<file path="src/rtl/alu_issue_if.sv">
`default_nettype none
//----------------------------------------------------------------------------
// Module   : alu_issue_if
// Purpose  : Bundles the instruction handshake, the external ALU operand /
//            result path, the write-back strobe, the illegal-instruction
//            pulse and the debug register-file read port of alu_issue.
// Ports    : instr_valid/instr_ready/instr   instruction handshake
//            alu_opcode/alu_left/alu_right   operands to combinational ALU
//            alu_result                      ALU result back into the block
//            rd_valid/rd_addr/rd_data        write-back strobe
//            illegal                         undecodable-instruction pulse
//            dbg_raddr/dbg_rdata             debug register-file read
// Modports : slave  - the issue block itself
//            master - the environment (fetch side, ALU, debug host)
// Revision : 1.0  initial release
//----------------------------------------------------------------------------
interface alu_issue_if;
   logic        instr_valid;
   logic        instr_ready;
   logic [31:0] instr;
   logic [2:0]  alu_opcode;
   logic [31:0] alu_left;
   logic [31:0] alu_right;
   logic [31:0] alu_result;
   logic        rd_valid;
   logic [4:0]  rd_addr;
   logic [31:0] rd_data;
   logic        illegal;
   logic [4:0]  dbg_raddr;
   logic [31:0] dbg_rdata;

   modport slave (
      input  instr_valid, instr, alu_result, dbg_raddr,
      output instr_ready, alu_opcode, alu_left, alu_right,
             rd_valid, rd_addr, rd_data, illegal, dbg_rdata
   );

   modport master (
      output instr_valid, instr, alu_result, dbg_raddr,
      input  instr_ready, alu_opcode, alu_left, alu_right,
             rd_valid, rd_addr, rd_data, illegal, dbg_rdata
   );
endinterface
`default_nettype wire

</file>
<file path="src/rtl/alu_issue.sv">
`default_nettype none
//----------------------------------------------------------------------------
// Module   : alu_issue
// Purpose  : Three-cycle issue/execute/write-back sequencer for a tiny RV32
//            subset (ADD, SUB, AND, ADDI, ANDI). Decodes an accepted word,
//            reads operands from an internal 32x32 register file, drives an
//            external combinational ALU, captures its result and writes it
//            back. Undecodable words raise a one-cycle illegal pulse.
// Ports    : clk    - sole clock, rising edge
//            rst_n  - synchronous active-low reset
//            io_bus - alu_issue_if.slave (handshake, ALU, write-back, debug)
// Revision : 1.0  initial release
//----------------------------------------------------------------------------
module alu_issue (
   input  logic           clk,
   input  logic           rst_n,
   alu_issue_if.slave     io_bus
);

   // ALU operation encoding shared with the external ALU
   localparam logic [2:0] c_ALU_OP_ADD = 3'd0;
   localparam logic [2:0] c_ALU_OP_SUB = 3'd1;
   localparam logic [2:0] c_ALU_OP_AND = 3'd2;

   localparam logic [6:0] c_OPC_OP     = 7'b0110011;
   localparam logic [6:0] c_OPC_OPIMM  = 7'b0010011;
   localparam logic [6:0] c_F7_BASE    = 7'b0000000;
   localparam logic [6:0] c_F7_ALT     = 7'b0100000;
   localparam logic [2:0] c_F3_ADD     = 3'b000;
   localparam logic [2:0] c_F3_AND     = 3'b111;

   typedef enum logic [1:0] {
      S_IDLE = 2'd0,
      S_EXEC = 2'd1,
      S_WB   = 2'd2
   } state_t;

   state_t      r_state;
   state_t      w_state_nxt;

   logic [31:0] r_regs [0:31];
   logic [2:0]  r_op;
   logic [31:0] r_left;
   logic [31:0] r_right;
   logic [4:0]  r_rd;
   logic [31:0] r_result;
   logic        r_illegal;

   logic        w_ready;
   logic        w_rd_valid;
   logic        w_accept;

   // Instruction field extraction
   logic [6:0]  w_opcode;
   logic [2:0]  w_funct3;
   logic [6:0]  w_funct7;
   logic [4:0]  w_rs1;
   logic [4:0]  w_rs2;
   logic [4:0]  w_rd;
   logic [31:0] w_imm;
   logic [31:0] w_rs1_val;
   logic [31:0] w_rs2_val;

   logic        w_legal;
   logic [2:0]  w_dec_op;
   logic        w_use_imm;

   assign w_opcode = io_bus.instr[6:0];
   assign w_rd     = io_bus.instr[11:7];
   assign w_funct3 = io_bus.instr[14:12];
   assign w_rs1    = io_bus.instr[19:15];
   assign w_rs2    = io_bus.instr[24:20];
   assign w_funct7 = io_bus.instr[31:25];
   assign w_imm    = {{20{io_bus.instr[31]}}, io_bus.instr[31:20]};

   // x0 is hard-wired to zero on every read port, independent of storage
   assign w_rs1_val = (w_rs1 == 5'd0) ? 32'd0 : r_regs[w_rs1];
   assign w_rs2_val = (w_rs2 == 5'd0) ? 32'd0 : r_regs[w_rs2];

   //-------------------------------------------------------------------------
   // Decoder: anything not explicitly matched is illegal
   //-------------------------------------------------------------------------
   always_comb begin
      w_legal   = 1'b0;
      w_dec_op  = c_ALU_OP_ADD;
      w_use_imm = 1'b0;
      case (w_opcode)
         c_OPC_OP: begin
            if (w_funct7 == c_F7_BASE && w_funct3 == c_F3_ADD) begin
               w_legal  = 1'b1;
               w_dec_op = c_ALU_OP_ADD;
            end else if (w_funct7 == c_F7_ALT && w_funct3 == c_F3_ADD) begin
               w_legal  = 1'b1;
               w_dec_op = c_ALU_OP_SUB;
            end else if (w_funct7 == c_F7_BASE && w_funct3 == c_F3_AND) begin
               w_legal  = 1'b1;
               w_dec_op = c_ALU_OP_AND;
            end
         end
         c_OPC_OPIMM: begin
            if (w_funct3 == c_F3_ADD) begin
               w_legal   = 1'b1;
               w_dec_op  = c_ALU_OP_ADD;
               w_use_imm = 1'b1;
            end else if (w_funct3 == c_F3_AND) begin
               w_legal   = 1'b1;
               w_dec_op  = c_ALU_OP_AND;
               w_use_imm = 1'b1;
            end
         end
         default: ;
      endcase
   end

   //-------------------------------------------------------------------------
   // FSM: state register
   //-------------------------------------------------------------------------
   always_ff @(posedge clk) begin
      if (!rst_n) begin
         r_state <= S_IDLE;
      end else begin
         r_state <= w_state_nxt;
      end
   end

   //-------------------------------------------------------------------------
   // FSM: next state and control outputs. Ready and the write-back strobe
   // are masked by rst_n so that nothing is offered or retired while reset
   // is held, even before the first reset edge has cleared the state.
   //-------------------------------------------------------------------------
   always_comb begin
      w_state_nxt = r_state;
      w_ready     = 1'b0;
      w_rd_valid  = 1'b0;
      case (r_state)
         S_IDLE: begin
            w_ready = rst_n;
            // Illegal words are consumed in place: the FSM stays in IDLE
            if (w_accept && w_legal) begin
               w_state_nxt = S_EXEC;
            end
         end
         S_EXEC: begin
            w_state_nxt = S_WB;
         end
         S_WB: begin
            w_rd_valid  = rst_n;
            w_state_nxt = S_IDLE;
         end
         default: begin
            w_state_nxt = S_IDLE;
         end
      endcase
   end

   assign w_accept = io_bus.instr_valid && w_ready;

   //-------------------------------------------------------------------------
   // Datapath: operand latch, result capture, register-file write
   //-------------------------------------------------------------------------
   always_ff @(posedge clk) begin
      if (!rst_n) begin
         r_op      <= 3'd0;
         r_left    <= 32'd0;
         r_right   <= 32'd0;
         r_rd      <= 5'd0;
         r_result  <= 32'd0;
         r_illegal <= 1'b0;
         for (int i = 0; i < 32; i++) begin
            r_regs[i] <= 32'd0;
         end
      end else begin
         r_illegal <= w_accept && !w_legal;

         // Operands are read at accept time; the previous write-back has
         // always retired by then, so no forwarding path is needed.
         if (w_accept && w_legal) begin
            r_op    <= w_dec_op;
            r_left  <= w_rs1_val;
            r_right <= w_use_imm ? w_imm : w_rs2_val;
            r_rd    <= w_rd;
         end

         if (r_state == S_EXEC) begin
            r_result <= io_bus.alu_result;
         end

         if (r_state == S_WB && r_rd != 5'd0) begin
            r_regs[r_rd] <= r_result;
         end
      end
   end

   //-------------------------------------------------------------------------
   // Outputs. The ALU operands come straight from the latch: they only move
   // on an accept, so they are stable through EXEC and hold afterwards.
   //-------------------------------------------------------------------------
   assign io_bus.instr_ready = w_ready;
   assign io_bus.alu_opcode  = r_op;
   assign io_bus.alu_left    = r_left;
   assign io_bus.alu_right   = r_right;
   assign io_bus.rd_valid    = w_rd_valid;
   assign io_bus.rd_addr     = r_rd;
   assign io_bus.rd_data     = r_result;
   assign io_bus.illegal     = r_illegal;
   assign io_bus.dbg_rdata   = (io_bus.dbg_raddr == 5'd0) ? 32'd0
                                                          : r_regs[io_bus.dbg_raddr];

endmodule
`default_nettype wire
</file>
<file path="src/flat_wrapper.sv">
// flat-port wrapper written by rule: the top's interface ports become plain ports
module alu_issue_flat 
  (clk, rst_n, io_bus_instr_valid, io_bus_instr, io_bus_alu_result, io_bus_dbg_raddr, io_bus_instr_ready, io_bus_alu_opcode, io_bus_alu_left, io_bus_alu_right, io_bus_rd_valid, io_bus_rd_addr, io_bus_rd_data, io_bus_illegal, io_bus_dbg_rdata);
  alu_issue_if io_bus_i ();
  input  logic clk;
  input  logic rst_n;
  input wire logic [$bits(io_bus_i.instr_valid)-1:0] io_bus_instr_valid;
  input wire logic [$bits(io_bus_i.instr)-1:0] io_bus_instr;
  input wire logic [$bits(io_bus_i.alu_result)-1:0] io_bus_alu_result;
  input wire logic [$bits(io_bus_i.dbg_raddr)-1:0] io_bus_dbg_raddr;
  output wire logic [$bits(io_bus_i.instr_ready)-1:0] io_bus_instr_ready;
  output wire logic [$bits(io_bus_i.alu_opcode)-1:0] io_bus_alu_opcode;
  output wire logic [$bits(io_bus_i.alu_left)-1:0] io_bus_alu_left;
  output wire logic [$bits(io_bus_i.alu_right)-1:0] io_bus_alu_right;
  output wire logic [$bits(io_bus_i.rd_valid)-1:0] io_bus_rd_valid;
  output wire logic [$bits(io_bus_i.rd_addr)-1:0] io_bus_rd_addr;
  output wire logic [$bits(io_bus_i.rd_data)-1:0] io_bus_rd_data;
  output wire logic [$bits(io_bus_i.illegal)-1:0] io_bus_illegal;
  output wire logic [$bits(io_bus_i.dbg_rdata)-1:0] io_bus_dbg_rdata;
  assign io_bus_i.instr_valid = io_bus_instr_valid;
  assign io_bus_i.instr = io_bus_instr;
  assign io_bus_i.alu_result = io_bus_alu_result;
  assign io_bus_i.dbg_raddr = io_bus_dbg_raddr;
  assign io_bus_instr_ready = io_bus_i.instr_ready;
  assign io_bus_alu_opcode = io_bus_i.alu_opcode;
  assign io_bus_alu_left = io_bus_i.alu_left;
  assign io_bus_alu_right = io_bus_i.alu_right;
  assign io_bus_rd_valid = io_bus_i.rd_valid;
  assign io_bus_rd_addr = io_bus_i.rd_addr;
  assign io_bus_rd_data = io_bus_i.rd_data;
  assign io_bus_illegal = io_bus_i.illegal;
  assign io_bus_dbg_rdata = io_bus_i.dbg_rdata;
  alu_issue u_core (.clk(clk), .rst_n(rst_n), .io_bus(io_bus_i));
endmodule
</file>
<file path="config.mk">
export PLATFORM = sky130hd
export DESIGN_NAME = alu_issue_flat
export DESIGN_NICKNAME = d
export VERILOG_FILES = /design/src/rtl/alu_issue_if.sv /design/src/rtl/alu_issue.sv /design/src/flat_wrapper.sv
export SDC_FILE = /design/constraint.sdc
export NUM_CORES = 2
export LEC_CHECK = 0
export CORE_MARGIN = 5
export CORE_UTILIZATION = 38
export CTS_CLUSTER_SIZE = 24
export DETAILED_ROUTE_END_ITERATION = 8
export PLACE_DENSITY_LB_ADDON = 0.1
export SLEW_MARGIN = 20
export SYNTH_ARGS = -nofsm -noshare
export SYNTH_HDL_FRONTEND = slang
export SYNTH_SLANG_ARGS = --single-unit
</file>
<file path="constraint.sdc">
create_clock -name clk -period 4.2 [get_ports clk]
set_clock_uncertainty 0.05 [all_clocks]
set_input_delay 0.84 -clock clk [delete_from_list [all_inputs] [get_ports clk]]
set_output_delay 0.84 -clock clk [all_outputs]
set_load 0.02 [all_outputs]
</file>
; ---- Word-level counts from Yosys, hierarchy flattened
; Memory sizes are Yosys's and may differ from the RTL's.
; Cells that the tools add are included.
[classes]
n_eq_ne = 7
mux = 28
n_reduce_logical = 16
[op_table]
columns = op, n
row1 = $mux 32, 5
row2 = $reduce_or 32->1, 1
row3 = $logic_not 5->1, 3
row4 = $eq 7x6->1 const B, 2
row5 = $mux 1, 13
row6 = $mux 3, 3
row7 = $eq 7x5->1 const B, 1
row8 = $logic_and 1x1->1, 7
row9 = $logic_not 7->1, 1
row10 = $mux 2, 3
row11 = $pmux 3 s2, 1
row12 = $mux 5, 1
row13 = $reduce_bool 5->1, 1
row14 = $pmux 2 s2, 1
row15 = $eq 3x3->1 const B, 1
row16 = $logic_not 3->1, 1
row17 = $eq 2x1->1 const B, 1
row18 = $eq 2x2->1 const B, 1
row19 = $logic_not 2->1, 1
row20 = $ne 2x1->1 const B, 1
row21 = $pmux 1 s2, 1
row22 = $logic_not 1->1, 1
[word_totals]
ff_bits = 107
mem_bits_rw = 1024
out_inout_bits = 139
memories = 1
[memory_table]
columns = name, depth, width, rd, rd_clocked_by_memory_dff, wr, line_no
row1 = u_core.r_regs, 32, 32, 3, 0, 32, alu_issue.sv:41  ; logic [31:0] r_regs [0:31];

; ---- Longest topological paths before layout
[depth]
depth_word = 9
mapped_depth = 11
mapped_depth_nobuf = 6

; ---- Least setup slack after synthesis
; OpenSTA, ideal clock, no wires.
[synth_path]
path_kind = input to register
start = input rst_n
end = memory u_core.r_regs[24][0], enable pin
arrival_time_ps = 3938
t_required_ps = 3684
slack_ps = -253
path_stages = 4
n_path_buf = 0
path_cell_list = and3b_1 nor2b_1 nand3_1 o21ai_0
[synth_rtl]
columns = item, line_no
row1 = "start, declared", flat_wrapper.sv:6  ; input logic rst_n;
row2 = "end, declared", alu_issue.sv:41

; ---- Worst setup path in the final report
[layout_path]
start = input io_bus_dbg_raddr[1]
end = output io_bus_dbg_rdata[28]
[layout_between]
elab_chain_cells = 2
[layout_lines]
columns = item, line_no
row1 = "start, declared", flat_wrapper.sv:10  ; input wire logic [$bits(io_bus_i.dbg_raddr)-1:0] io_bus_dbg_raddr;
row2 = $mem_v2 32x32 or $logic_not 5->1 (tied branches), --
row3 = $mux 32 *, alu_issue.sv:206  ; assign io_bus.dbg_rdata = (io_bus.dbg_raddr == 5'd0) ? 32'd0
row4 = "end, declared", flat_wrapper.sv:19  ; output wire logic [$bits(io_bus_i.dbg_rdata)-1:0] io_bus_dbg_rdata;
; Every way passes the cells marked *; elsewhere a longest branch is shown, timed or not.

==> flow_summary.json <==
{
  "grt-ovfl-total": 0,
  "syn_area_sq_um": 66240,
  "r2r_slack_ns": 1.50,
  "worst_slew_pin_slew_ns": 1.202,
  "violations": "negative setup slack",
  "path_cells": "buf_8, buf_12, o41ai_2, buf_12, o21ai_1, clkdlybuf4s50_1",
  "pwr-share-comb": 0.128,
  "port-buffer-count": 209,
  "pin_count": 211,
  "crit_family": "buffers and inverters",
  "cts_buffers": 139,
  "synth_warnings": 0,
  "register_area_sq_um": 32870,
  "synth_edf_count": 1024,
  "antenna_found_initial": 29,
  "arrival_ns": 3.31,
  "cp_slowest_cell": "o41ai_2",
  "vdd_drop_max_uv": 418.1,
  "worstSetupEndpointType": "primary output",
  "crit_start": "io_bus_dbg_raddr[1]",
  "via_per_inst": 6.468,
  "dp_slack_ns": -0.02405,
  "relSlewSlack": 0.1779,
  "grt_usage": 0.3175,
  "required_ns": 3.31,
  "holdCritPathClass": "in -> reg",
  "endpoint": "io_bus_dbg_rdata[28]",
  "drv_cap": 0,
  "powerDensity_nw_per_um2": 371.1,
  "p_leak_nw": 27.79,
  "layout_worst_path_cycle_share": 1.000,
  "fp.dieH_microns": 427.5,
  "grt_first_pass_wirelength_microns": 397900,
  "dr.pass1.iters": 6,
  "drc": 0,
  "reg2regPathDepth": 7,
  "grt_max_degree": 73,
  "ys_seq_elements": 1130,
  "drtIter0Drc": 6037,
  "syn_area_per_cell_sq_um": 14.64,
  "rr_startpoint": "u_core.r_state[1]$_SDFFE_PN0P_",
  "final_nets": 4847,
  "path_common_cell": "buf_12",
  "min-delay-start": "rst_n",
  "fin_util": 0.4518,
  "p_sw_mw": 7.500,
  "ys.flop_type": "edfxtp_1",
  "wl_per_cell_microns": 40.52,
  "initial_utilization": 0.3815,
  "yosysUniqueCellTypes": 61,
  "rows": 153,
  "synthCells": 4526,
  "cp_max_fo": 35,
  "synthArstFlopShare": 0,
  "p_int_mw": 21.61,
  "cts_buffer_depth": 3,
  "die_area_sq_um": 182800,
  "setup_viol": 1,
  "htreeDepth": 4,
  "totalWireLength_microns": 292500,
  "clockRootBuffer": "clkbuf_16",
  "fin_cells": 7220,
  "postCtsSetupRepairBufs": 0,
  "cts_tree": "yes",
  "core_sq_um": 173600,
  "gp_congestion": 0.8706,
  "power_switching_share": 0.2576,
  "r2r_end": "u_core.io_bus.alu_left[23]$_SDFFE_PN0P_",
  "power_mw": 29.11,
  "die_x_microns": 427.5,
  "path_depth": 6,
  "multi_input_area_sq_um": 31620,
  "dp_cells": 6959,
  "detail-route-antenna-nets": 0,
  "rsz0062_at_grt": "true",
  "synthToLayoutAreaGrowth_pct": 18.42,
  "worst-path-buf-inv": 4,
  "cp_slowest_stage_delay_ns": 0.69,
  "clkPwrFrac": 0.428,
  "setup_ws_ns": -0.001305,
  "start_kind": "primary input",
  "drive_above_1_share": 0.2983,
  "clk_latency_ns": 0.80,
  "max_freq_ghz": 0.2380,
  "grt_pass1_vias": 46020,
  "nFillCells": 15330,
  "timing.final.crit_period_ns": 4.201,
  "power_frac_seq": 0.445,
  "crit_type": "in -> out",
  "num_vias": 46700,
  "yosysSeqAreaShare": 0.4962,
  "slew_violations": 0,
  "hold_violations": 0,
  "totalNegativeSetupSlack_ns": -0.001305,
  "dp_hpwl_microns": 181100,
  "status": "finished, violations left",
  "cts.clk_slew.worst_paths_ns": 0.06,
  "numClockSinks": 1130
}
## final cells by class
| cell class | count | share of cell area |
|---|---|---|
| Inverter | 39 | 0.001994 |
| Timing Repair Buffer | 577 | 0.07961 |
| Tap cell | 2325 | 0.03708 |
| Multi-Input combinational cell | 2888 | 0.4031 |
| Antenna cell | 8 | 0.0002552 |
| Clock buffer | 182 | 0.04957 |
| Clock inverter | 71 | 0.009331 |
| Sequential cell | 1130 | 0.4190 |
## layer usage
layer  routed length (microns)  GRT usage  part of all wire
met5                         7          0          0.000024
met4                     15660     0.1498             0.054
met1                    113700     0.4219              0.39
met2                    137100     0.5072              0.47
met3                     26140    0.05836             0.089
## worst register-to-register path: stages, from the launching register on
cell       delay, ns
dfxtp_1         0.37
nand4bb_1       0.40
nor3_2          0.34
nand4_1         0.20
buf_4           0.31
a211oi_1        0.66
buf_4           0.21
a211o_1         0.10
## per-stage QoR
step	hold slack [ns]	cell area, sq um
6_report	0.3612	78440
3_3_place_gp	0.3991	73760
3_5_place_dp	0.3977	73780
5_1_grt	0.3365	78420
4_1_cts	0.3092	78400
2_1_floorplan	0.4802	66360
## Yosys cell counts (3+ instances only)
cell / count / area, sq um
mux4_2: 766 / 17250
nand3_1: 23 / 115.1
nor2_1: 51 / 191.4
o211ai_1: 8 / 60.06
inv_1: 38 / 142.6
a2111oi_0: 17 / 148.9
edfxtp_1: 1024 / 30750
a31oi_1: 3 / 18.77
clkbuf_1: 322 / 1209
a211oi_1: 66 / 495.5
nand4_1: 3 / 18.77
o21ai_0: 54 / 270.3
dfxtp_1: 106 / 2122
nand2_1: 162 / 608.1
buf_4: 50 / 375.4
mux2i_1: 226 / 2262
nand3b_1: 3 / 22.52
buf_1: 22 / 82.58
nor3_1: 41 / 205.2
mux2_2: 17 / 191.4
nand2b_1: 6 / 37.54
and2_1: 1025 / 6412
buf_6: 24 / 270.3
a211o_1: 32 / 280.3
nor2b_1: 7 / 43.79
o22ai_1: 82 / 513.0
o21ai_1: 33 / 165.2
buf_2: 80 / 400.4
o221ai_1: 64 / 560.5
a21oi_1: 130 / 650.6
## power by group through the flow
stage	clock [mW]	combinational (mW)	sequential, mW
after floorplan	0	2.22	13.0
after global placement	0	3.69	13.2
after detailed placement	0	3.69	13.2
after CTS	12.6	3.70	12.9
after global routing	13.1	3.82	13.0
final	12.5	3.72	12.9
## registers in the layout, summed over array words and instances (netlist names)
signal,cells
u_core.r_regs,1024
u_core.io_bus.alu_left,32
u_core.io_bus.alu_right,32
u_core.io_bus.rd_data,32
u_core.io_bus.rd_addr,5
u_core.io_bus.alu_opcode,2
u_core.r_state,2
u_core.io_bus.illegal,1
## worst min-delay path by stage
stage | end | cells after the start | slack, ns
after floorplan | u_core.io_bus.alu_opcode[1]$_SDFFE_PN0P_ | 2 | 0.48
after CTS | u_core.io_bus.alu_right[12]$_SDFFE_PN0P_ | 3 | 0.31
after detailed placement | u_core.io_bus.alu_opcode[1]$_SDFFE_PN0P_ | 2 | 0.40
after global placement | u_core.io_bus.alu_left[21]$_SDFFE_PN0P_ | 1 | 0.40
after global routing | u_core.io_bus.alu_right[13]$_SDFFE_PN0P_ | 3 | 0.34
final | u_core.io_bus.alu_right[12]$_SDFFE_PN0P_ | 3 | 0.36
## logic make-up (layout without fill, tap and decap cells)
logic type,count (synthesis),count (layout),share of synthesized area
AOI/OAI and AO/OA,502,502,0.04977
other,1,41,0.00005661
buffers and inverters,540,869,0.03810
and+or+nand+nor,1344,1344,0.1184
muxes,1009,1009,0.2975
DFF,1130,1130,0.4962
## placed cells by master (no fill, tap or decap), drive strengths merged, types with 3 or more instances in the layout
master            n
and2           1025
edfxtp         1024
mux4            766
buf             385
mux2i           226
clkbuf          182
clkdlybuf4s50   179
nand2           162
a21oi           130
dfxtp           106
o21ai            87
o22ai            82
a211oi           66
o221ai           64
nor2             51
inv              44
nor3             43
clkinv           43
conb             33
a211o            32
nand3            24
a2111oi          18
mux2             17
bufinv           13
clkinvlp         10
dlymetal6s2s      9
diode             8
o211ai            8
nor2b             7
nand2b            6
dlygate4sd2       4
nand3b            3
a31oi             3
nand4             3
or3               3
or2               3
## timing repair
action	CTS	global route
setup endpoints to repair	4	10
gates resized for setup	4	9
hold buffers	0	0
Note: power is estimated with default switching activity, not from simulation.
